--- src/rtl/mag_bin_search.sv ---
// mag_bin_search: binary search over [req_low, req_hgh] against an external comparator.
// One candidate in flight at a time; outputs depend only on registered state.
module mag_bin_search #(
    parameter int WIDTH = 32,
    parameter int IMPLEMENTATION = 0,
    localparam int CW = $clog2(WIDTH + 2)
) (
    input  logic             clk,
    input  logic             rst_n,
    input  logic             req_vld,
    output logic             req_rdy,
    input  logic [WIDTH-1:0] req_low,
    input  logic [WIDTH-1:0] req_hgh,
    output logic             cmp_vld,
    input  logic             cmp_rdy,
    output logic [WIDTH-1:0] cmp_val,
    input  logic             rsp_vld,
    input  logic             rsp_grt,
    input  logic             rsp_lst,
    output logic             res_vld,
    input  logic             res_rdy,
    output logic [WIDTH-1:0] res_val,
    output logic             res_fnd,
    output logic             res_err,
    output logic [CW-1:0]    res_cnt
);
    localparam logic [1:0] IDLE = 2'd0, ISSUE = 2'd1, WAIT = 2'd2, DONE = 2'd3;

    if (IMPLEMENTATION != 0) begin : g_bad_impl
        $fatal(1, "mag_bin_search: unsupported IMPLEMENTATION %0d", IMPLEMENTATION);
    end

    logic [1:0]       state_q, state_d;
    logic [WIDTH:0]   lo_q, lo_d, hi_q, hi_d, cand_w;
    logic [WIDTH-1:0] cand_q, cand_d, val_q, val_d, mid;
    logic             fnd_q, fnd_d, err_q, err_d;
    logic [CW-1:0]    cnt_q, cnt_d;

    // Bounds carry an extra bit so candidate +/- 1 at the range edges never wraps.
    always_comb begin
        mid    = WIDTH'(lo_q + ((hi_q - lo_q) >> 1));
        cand_w = {1'b0, cand_q};
        state_d = state_q;
        lo_d    = lo_q;
        hi_d    = hi_q;
        cand_d  = cand_q;
        val_d   = val_q;
        fnd_d   = fnd_q;
        err_d   = err_q;
        cnt_d   = cnt_q;
        case (state_q)
            IDLE: if (req_vld) begin
                lo_d    = {1'b0, req_low};
                hi_d    = {1'b0, req_hgh};
                cnt_d   = '0;
                fnd_d   = 1'b0;
                err_d   = 1'b0;
                val_d   = req_low;
                state_d = (req_low > req_hgh) ? DONE : ISSUE;
            end
            ISSUE: if (cmp_rdy) begin
                cand_d  = mid;
                cnt_d   = cnt_q + 1'b1;
                state_d = WAIT;
            end
            WAIT: if (rsp_vld) begin
                val_d = cand_q;
                if (rsp_grt && rsp_lst) begin
                    err_d   = 1'b1;
                    state_d = DONE;
                end else if (!rsp_grt && !rsp_lst) begin
                    fnd_d   = 1'b1;
                    state_d = DONE;
                end else if (rsp_grt) begin
                    hi_d    = (cand_w == lo_q) ? hi_q : cand_w - 1'b1;
                    state_d = (cand_w == lo_q) ? DONE : ISSUE;
                end else begin
                    lo_d    = (cand_w == hi_q) ? lo_q : cand_w + 1'b1;
                    state_d = (cand_w == hi_q) ? DONE : ISSUE;
                end
            end
            DONE: state_d = res_rdy ? IDLE : DONE;
        endcase
    end

    always_ff @(posedge clk) begin
        if (!rst_n) begin
            state_q <= IDLE;
            lo_q    <= '0;
            hi_q    <= '0;
            cand_q  <= '0;
            val_q   <= '0;
            fnd_q   <= 1'b0;
            err_q   <= 1'b0;
            cnt_q   <= '0;
        end else begin
            state_q <= state_d;
            lo_q    <= lo_d;
            hi_q    <= hi_d;
            cand_q  <= cand_d;
            val_q   <= val_d;
            fnd_q   <= fnd_d;
            err_q   <= err_d;
            cnt_q   <= cnt_d;
        end
    end

    assign req_rdy = state_q == IDLE;
    assign cmp_vld = state_q == ISSUE;
    assign cmp_val = cmp_vld ? mid : '0;
    assign res_vld = state_q == DONE;
    assign res_val = val_q;
    assign res_fnd = fnd_q;
    assign res_err = err_q;
    assign res_cnt = cnt_q;
endmodule

--- config.mk ---
export PLATFORM = sky130hd
export DESIGN_NAME = mag_bin_search
export DESIGN_NICKNAME = d
export VERILOG_FILES = /design/src/rtl/mag_bin_search.sv
export SDC_FILE = /design/constraint.sdc
export NUM_CORES = 1
export LEC_CHECK = 0
export CORE_MARGIN = 1
export CORE_UTILIZATION = 59
export CTS_CLUSTER_DIAMETER = 50
export DETAILED_ROUTE_END_ITERATION = 12
export DONT_BUFFER_PORTS = 1
export GPL_TIMING_DRIVEN = 0
export PLACE_DENSITY = 0.78
export RECOVER_POWER = 25
export SLEW_MARGIN = 20
export SYNTH_ARGS = -nofsm -noshare
export SYNTH_HDL_FRONTEND = slang
export SYNTH_SLANG_ARGS = --single-unit
--- constraint.sdc ---
create_clock -name clk -period 5.6 [get_ports clk]
set_clock_uncertainty 0.2 [all_clocks]
set_input_delay 0.84 -clock clk [delete_from_list [all_inputs] [get_ports clk]]
set_output_delay 0.84 -clock clk [all_outputs]
set_load 0.02 [all_outputs]
# == After elaboration in Yosys (flattened, before gate mapping) ==
# Cells that the tools add are included.
# op_classes
n_lt_le_gt_ge,1
n_addsub,5
n_eq_ne,16
muxes,40
reduce_logical,15
# op_table
operator,n
$mux W33,12
$pmux W33 S2,2
$mux W32,3
$eq A32 B33 Y1,2
$pmux W32 S2,1
$add A32 B1 Y33 const B,1
$sub A32 B1 Y33 const B,1
$sub A33 B33 Y33,1
$add A32 B32 Y32,1
$gt A32 B32 Y1,1
$mux W2,10
$ne A2 B2 Y1 const B,10
$reduce_and A7 Y1,2
$mux W6,2
$pmux W6 S2,1
$reduce_and A3 Y1,3
$pmux W2 S4,1
$add A6 B1 Y6 const B,1
$mux W1,6
$reduce_and A5 Y1,1
$eq A2 B2 Y1 const B,2
$pmux W1 S2,2
$reduce_and A4 Y1,1
$reduce_bool A2 Y1,2
other kinds (6),8
# word_totals
regBits,140
wordCells,85
in_bits,72

# == Longest topological paths before layout ==
# depth
word_depth,7
mapped_depth,22
mapped_depth_nobuf,21

# == Least setup slack after synthesis ==
# No wires, ideal clock.
# synth_timing
kind,reg-to-output
from,reg lo_q[7]
to,out cmp_val[30]
slack_ns,-0.186
arrival_ns,4.746
stages_incl_launch_ff,22
required_time_ns,4.560
cell_sequence,dfxtp_1 -> inv_1 -> ha_1 -> a2111o_1 -> o2111ai_1 -> a21boi_0 -> o21ai_0 -> a21boi_0 -> o31ai_1 -> nand3_1 -> o311ai_0 -> ha_1 -> clkbuf_1 -> a21oi_1 -> o21ai_0 -> a221oi_1 -> o21ai_1 -> and2_1 -> a31oi_2 -> a211oi_1 -> o21a_1 -> nor3_1
# synth_between
elab_chain_len,3
# synth_rtl
item,line_no,text
from (decl),34,"logic [WIDTH:0] lo_q, lo_d, hi_q, hi_d, cand_w;"
from (signal assigned),98,lo_q <= lo_d;
$sub A33 B33 Y33,41,mid = WIDTH'(lo_q + ((hi_q - lo_q) >> 1));
$add A32 B32 Y32 *,41,
$mux W32 *,110,assign cmp_val = cmp_vld ? mid : '0;
to (decl),16,"output logic [WIDTH-1:0] cmp_val,"
# Every way passes the cells marked *; elsewhere a longest branch is shown, timed or not.

# == Final worst setup path ==
# layout_timing
from,reg lo_q[1]
to,out cmp_val[31]
# The elaborated chain is that of the path after synthesis.

==> run_results.csv <==
group,metric,value,unit
timing,timing.final.ws_setup,-0.316,ns
floorplanning,fp.dieH,146,um
global_routing,grt_pass1_vias,11680,
clock_tree,cts_made_buffers,17,
routing,drt_iter0_markers,1561,
floorplanning,die_w,146,um
pwr,p_leak,0.00598,uW
global_routing,antenna_found_initial,0,
pwr,powerDensity,562,mW/mm2
logic_synthesis,synth_top_family_by_area,"simple AND/OR/NAND/NOR gates",
timing,drv_slew,0,
clock_tree,clockBufferDepth,2,
routing,drc,0,
timing,tns,-1.87,ns
placement,hpwl,33.5,mm
final_layout,fin_nets,1884,
logic_synthesis,synth_adder_area_share,0.104,
logic_synthesis,ys_ff_latch,140,
worst_setup_path,cp-start-kind,"flip-flop",
placement,post-place-ws,-0.914,ns
hold_path,min_path_type,"flip-flop to flip-flop",
clock_tree,clk_latency,0.45,ns
floorplanning,core,0.0202,mm2
floorplanning,ios,147,
routing,wire_per_inst,22.2,um
logic_synthesis,synth_ff_type,"dfxtp_1",
logic_synthesis,synth_compound_area_frac,0.209,
logic_synthesis,synth-edff-count,0,
final_layout,area_growth,16.3,%
final_layout,multi_input_area,0.00915,mm2
timing,period_needed,5.92,ns
placement,portBuffers,0,
global_routing,grt_max_degree,17,
clock_tree,clock_sinks,140,
pwr,ir_worst_vdd,0.000374,V
timing,fmax,0.169,GHz
floorplanning,rows,52,
timing,fin_crit_sh,1.06,
routing,via_per_inst,6.39,
logic_synthesis,synth_mux_area_frac,0.0272,
final_layout,antennaDiodeCount,0,
final_layout,final_cell_mix,"nor2_1, nand2_1, dfxtp_1",
logic_synthesis,postSynthAreaPerCell,7.39,um2
logic_synthesis,yosys-top-cells-area,"dfxtp_1, ha_1, nor2_1",
status,outcome,"complete, but fails checks",
floorplanning,die_area,0.0212,mm2
final_layout,seq_area,0.00283,mm2
clock_tree,hold_buffers,0,
logic_synthesis,synth.distinct_cells,72,
worst_setup_path,crit_fanout,5,
timing,worstMarginPinSlew,1.17,ns
timing,hold_violations,0,
placement,place_congestion,0.996,
floorplanning,start_util,0.602,
logic_synthesis,synth.largest_area_cell,"dfxtp_1",
clock_tree,clk_root_buffer_cell,"clkbuf_16",
routing,wl,44.3,mm
logic_synthesis,synthArstFlopShare,0,
logic_synthesis,synth_warnings,0,
clock_tree,cts_tree,"done",
final_layout,drive_gt1_frac,0.148,
logic_synthesis,synth-simple-area-share,0.231,
pwr,power,7960,uW
global_routing,grt_overflow,0,
worst_setup_path,arrival,4.88,ns
logic_synthesis,synth.top_cell.area_share,0.230,
run,maxCapViolCount,0,
clock_tree,cts.clk_slew.worst_paths,0.07,ns
logic_synthesis,ys_seq_area_frac,0.230,
clock_tree,cts.htree.levels,4,
logic_synthesis,synthCells,1647,
logic_synthesis,syn_nets,1819,
status,violations,"setup timing",
final_layout,fill_cells,1675,
timing,finalSetupViolCount,9,
final_layout,final_common_cell,"nor2_1",
worst_setup_path,crit_path_end_kind,"primary output",
worst_setup_path,critical_path_class,"flip-flop to primary output",
routing,vias,12749,
global_routing,grt_use_total,0.403,
worst_setup_path,required,4.56,ns
routing,antenna_left,0,
logic_synthesis,synth-xor-area-share,0.127,
global_routing,grt_pass1_wl,65.5,mm
timing,max-slew-margin-rel,0.217,
logic_synthesis,syn_area,0.0122,mm2
routing,drt_pass1_iterations,6,
timing,grt_setup_unrepaired,"yes",
[cells by family (layout without fill, tap and decap cells)]
group	count (synthesis)	count (layout)
simple gates	610	610
compound gates	392	392
buf+inv	196	274
xor+xnor	176	176
flops	140	140
fa+ha+maj	100	100
mux	33	33
[where the power goes]
group	leakage [uW]	total (uW)	internal [uW]	switching (uW)
registers	0.00115	1370	1160	213
clock network	0.000282	1180	681	498
logic	0.00454	5410	2230	3180
total	0.00598	7960	4060	3890
[worst paths after layout]
kind / start / to / slack [ns] / cells after the start
setup reg to reg: lo_q[0]$_SDFFE_PN0P_ / cand_q[30]$_SDFFE_PN0P_ / 0.62 / 23
setup / recovery: lo_q[1]$_SDFFE_PN0P_ / cmp_val[31] / -0.32 / 19
hold reg to reg: hi_q[27]$_SDFFE_PN0P_ / hi_q[27]$_SDFFE_PN0P_ / 0.35 / 2
hold / removal: hi_q[27]$_SDFFE_PN0P_ / hi_q[27]$_SDFFE_PN0P_ / 0.35 / 2
[Yosys cell counts, types with 3 or more instances]
master / instances
a2111oi_0: 4
a211o_1: 3
a211oi_1: 9
a211oi_2: 4
a21boi_0: 6
a21o_1: 32
a21oi_1: 115
a221oi_1: 4
a311oi_1: 30
a31oi_1: 11
and2_1: 17
and3_1: 10
and4_1: 7
buf_1: 3
buf_2: 11
buf_6: 15
clkbuf_1: 72
dfxtp_1: 140
ha_1: 98
inv_1: 92
mux2i_1: 32
nand2_1: 178
nand2b_1: 11
nand3_1: 37
nand4_1: 37
nor2_1: 233
nor2b_1: 11
nor3_1: 18
nor4_1: 16
o211ai_1: 10
o21a_1: 17
o21ai_0: 99
o21ai_1: 4
o21bai_1: 7
o221ai_1: 3
o31ai_1: 7
o31ai_2: 8
or2_2: 3
or3_1: 9
or4_1: 5
xnor2_1: 83
xor2_1: 93
[state kept, by name, summed over array words and instances, names as in the netlist]
name / count
hi_q: 33
lo_q: 33
cand_q: 32
res_val: 32
res_cnt: 6
state_q: 2
res_err: 1
res_fnd: 1
[what timing repair did]
action | CTS | global route
gates resized for setup | 87 | 75
setup buffers | 27 | 23
pin swaps | 36 | 47
setup endpoints to repair | 21 | 18
[worst max-delay path, cell delays in order, from the launching register on]
cell      delay (ns)
dfxtp_2         0.40
inv_1           0.12
ha_1            0.33
inv_1           0.05
o21bai_1        0.13
a21o_1          0.23
a21oi_2         0.10
o21ai_2         0.31
a21oi_2         0.14
o31ai_2         0.40
mux2i_1         0.13
a221oi_1        0.24
ha_1            0.34
a21oi_1         0.28
o21bai_1        0.11
a21oi_1         0.29
o21ai_0         0.15
a311oi_2        0.38
xnor2_2         0.15
nor2_4          0.16
[metrics by stage]
| step | utilization | std cells | cell area, um2 | hold WS [ns] |
|---|---|---|---|---|
| 2_1_floorplan | - | 1647 | 12200 | 0.258 |
| 5_1_grt | 0.700 | 1995 | 14200 | 0.359 |
| 4_1_cts | 0.675 | 1973 | 13700 | 0.338 |
| 3_5_place_dp | 0.619 | 1917 | 12500 | 0.318 |
| 3_3_place_gp | 0.619 | 1917 | 12500 | 0.312 |
| 6_report | 0.700 | 1995 | 14200 | 0.348 |
[final cells by class]
type                            instances  area share
Buffer                                100      0.0360
Clock buffer                           19      0.0320
Clock inverter                         13     0.00990
Inverter                               93      0.0247
Multi-Input combinational cell       1311       0.647
Sequential cell                       140       0.200
Tap cell                              270      0.0239
Timing Repair Buffer                   49      0.0270
[per-layer routing]
metal,share of wire,vias up,global-route usage
li1,-,5889,-
met3,0.11,154,0.0859
met4,0.052,0,0.191
met2,0.43,832,0.616
met5,0,-,0
met1,0.41,5874,0.542
(Power assumes the default switching activity.)
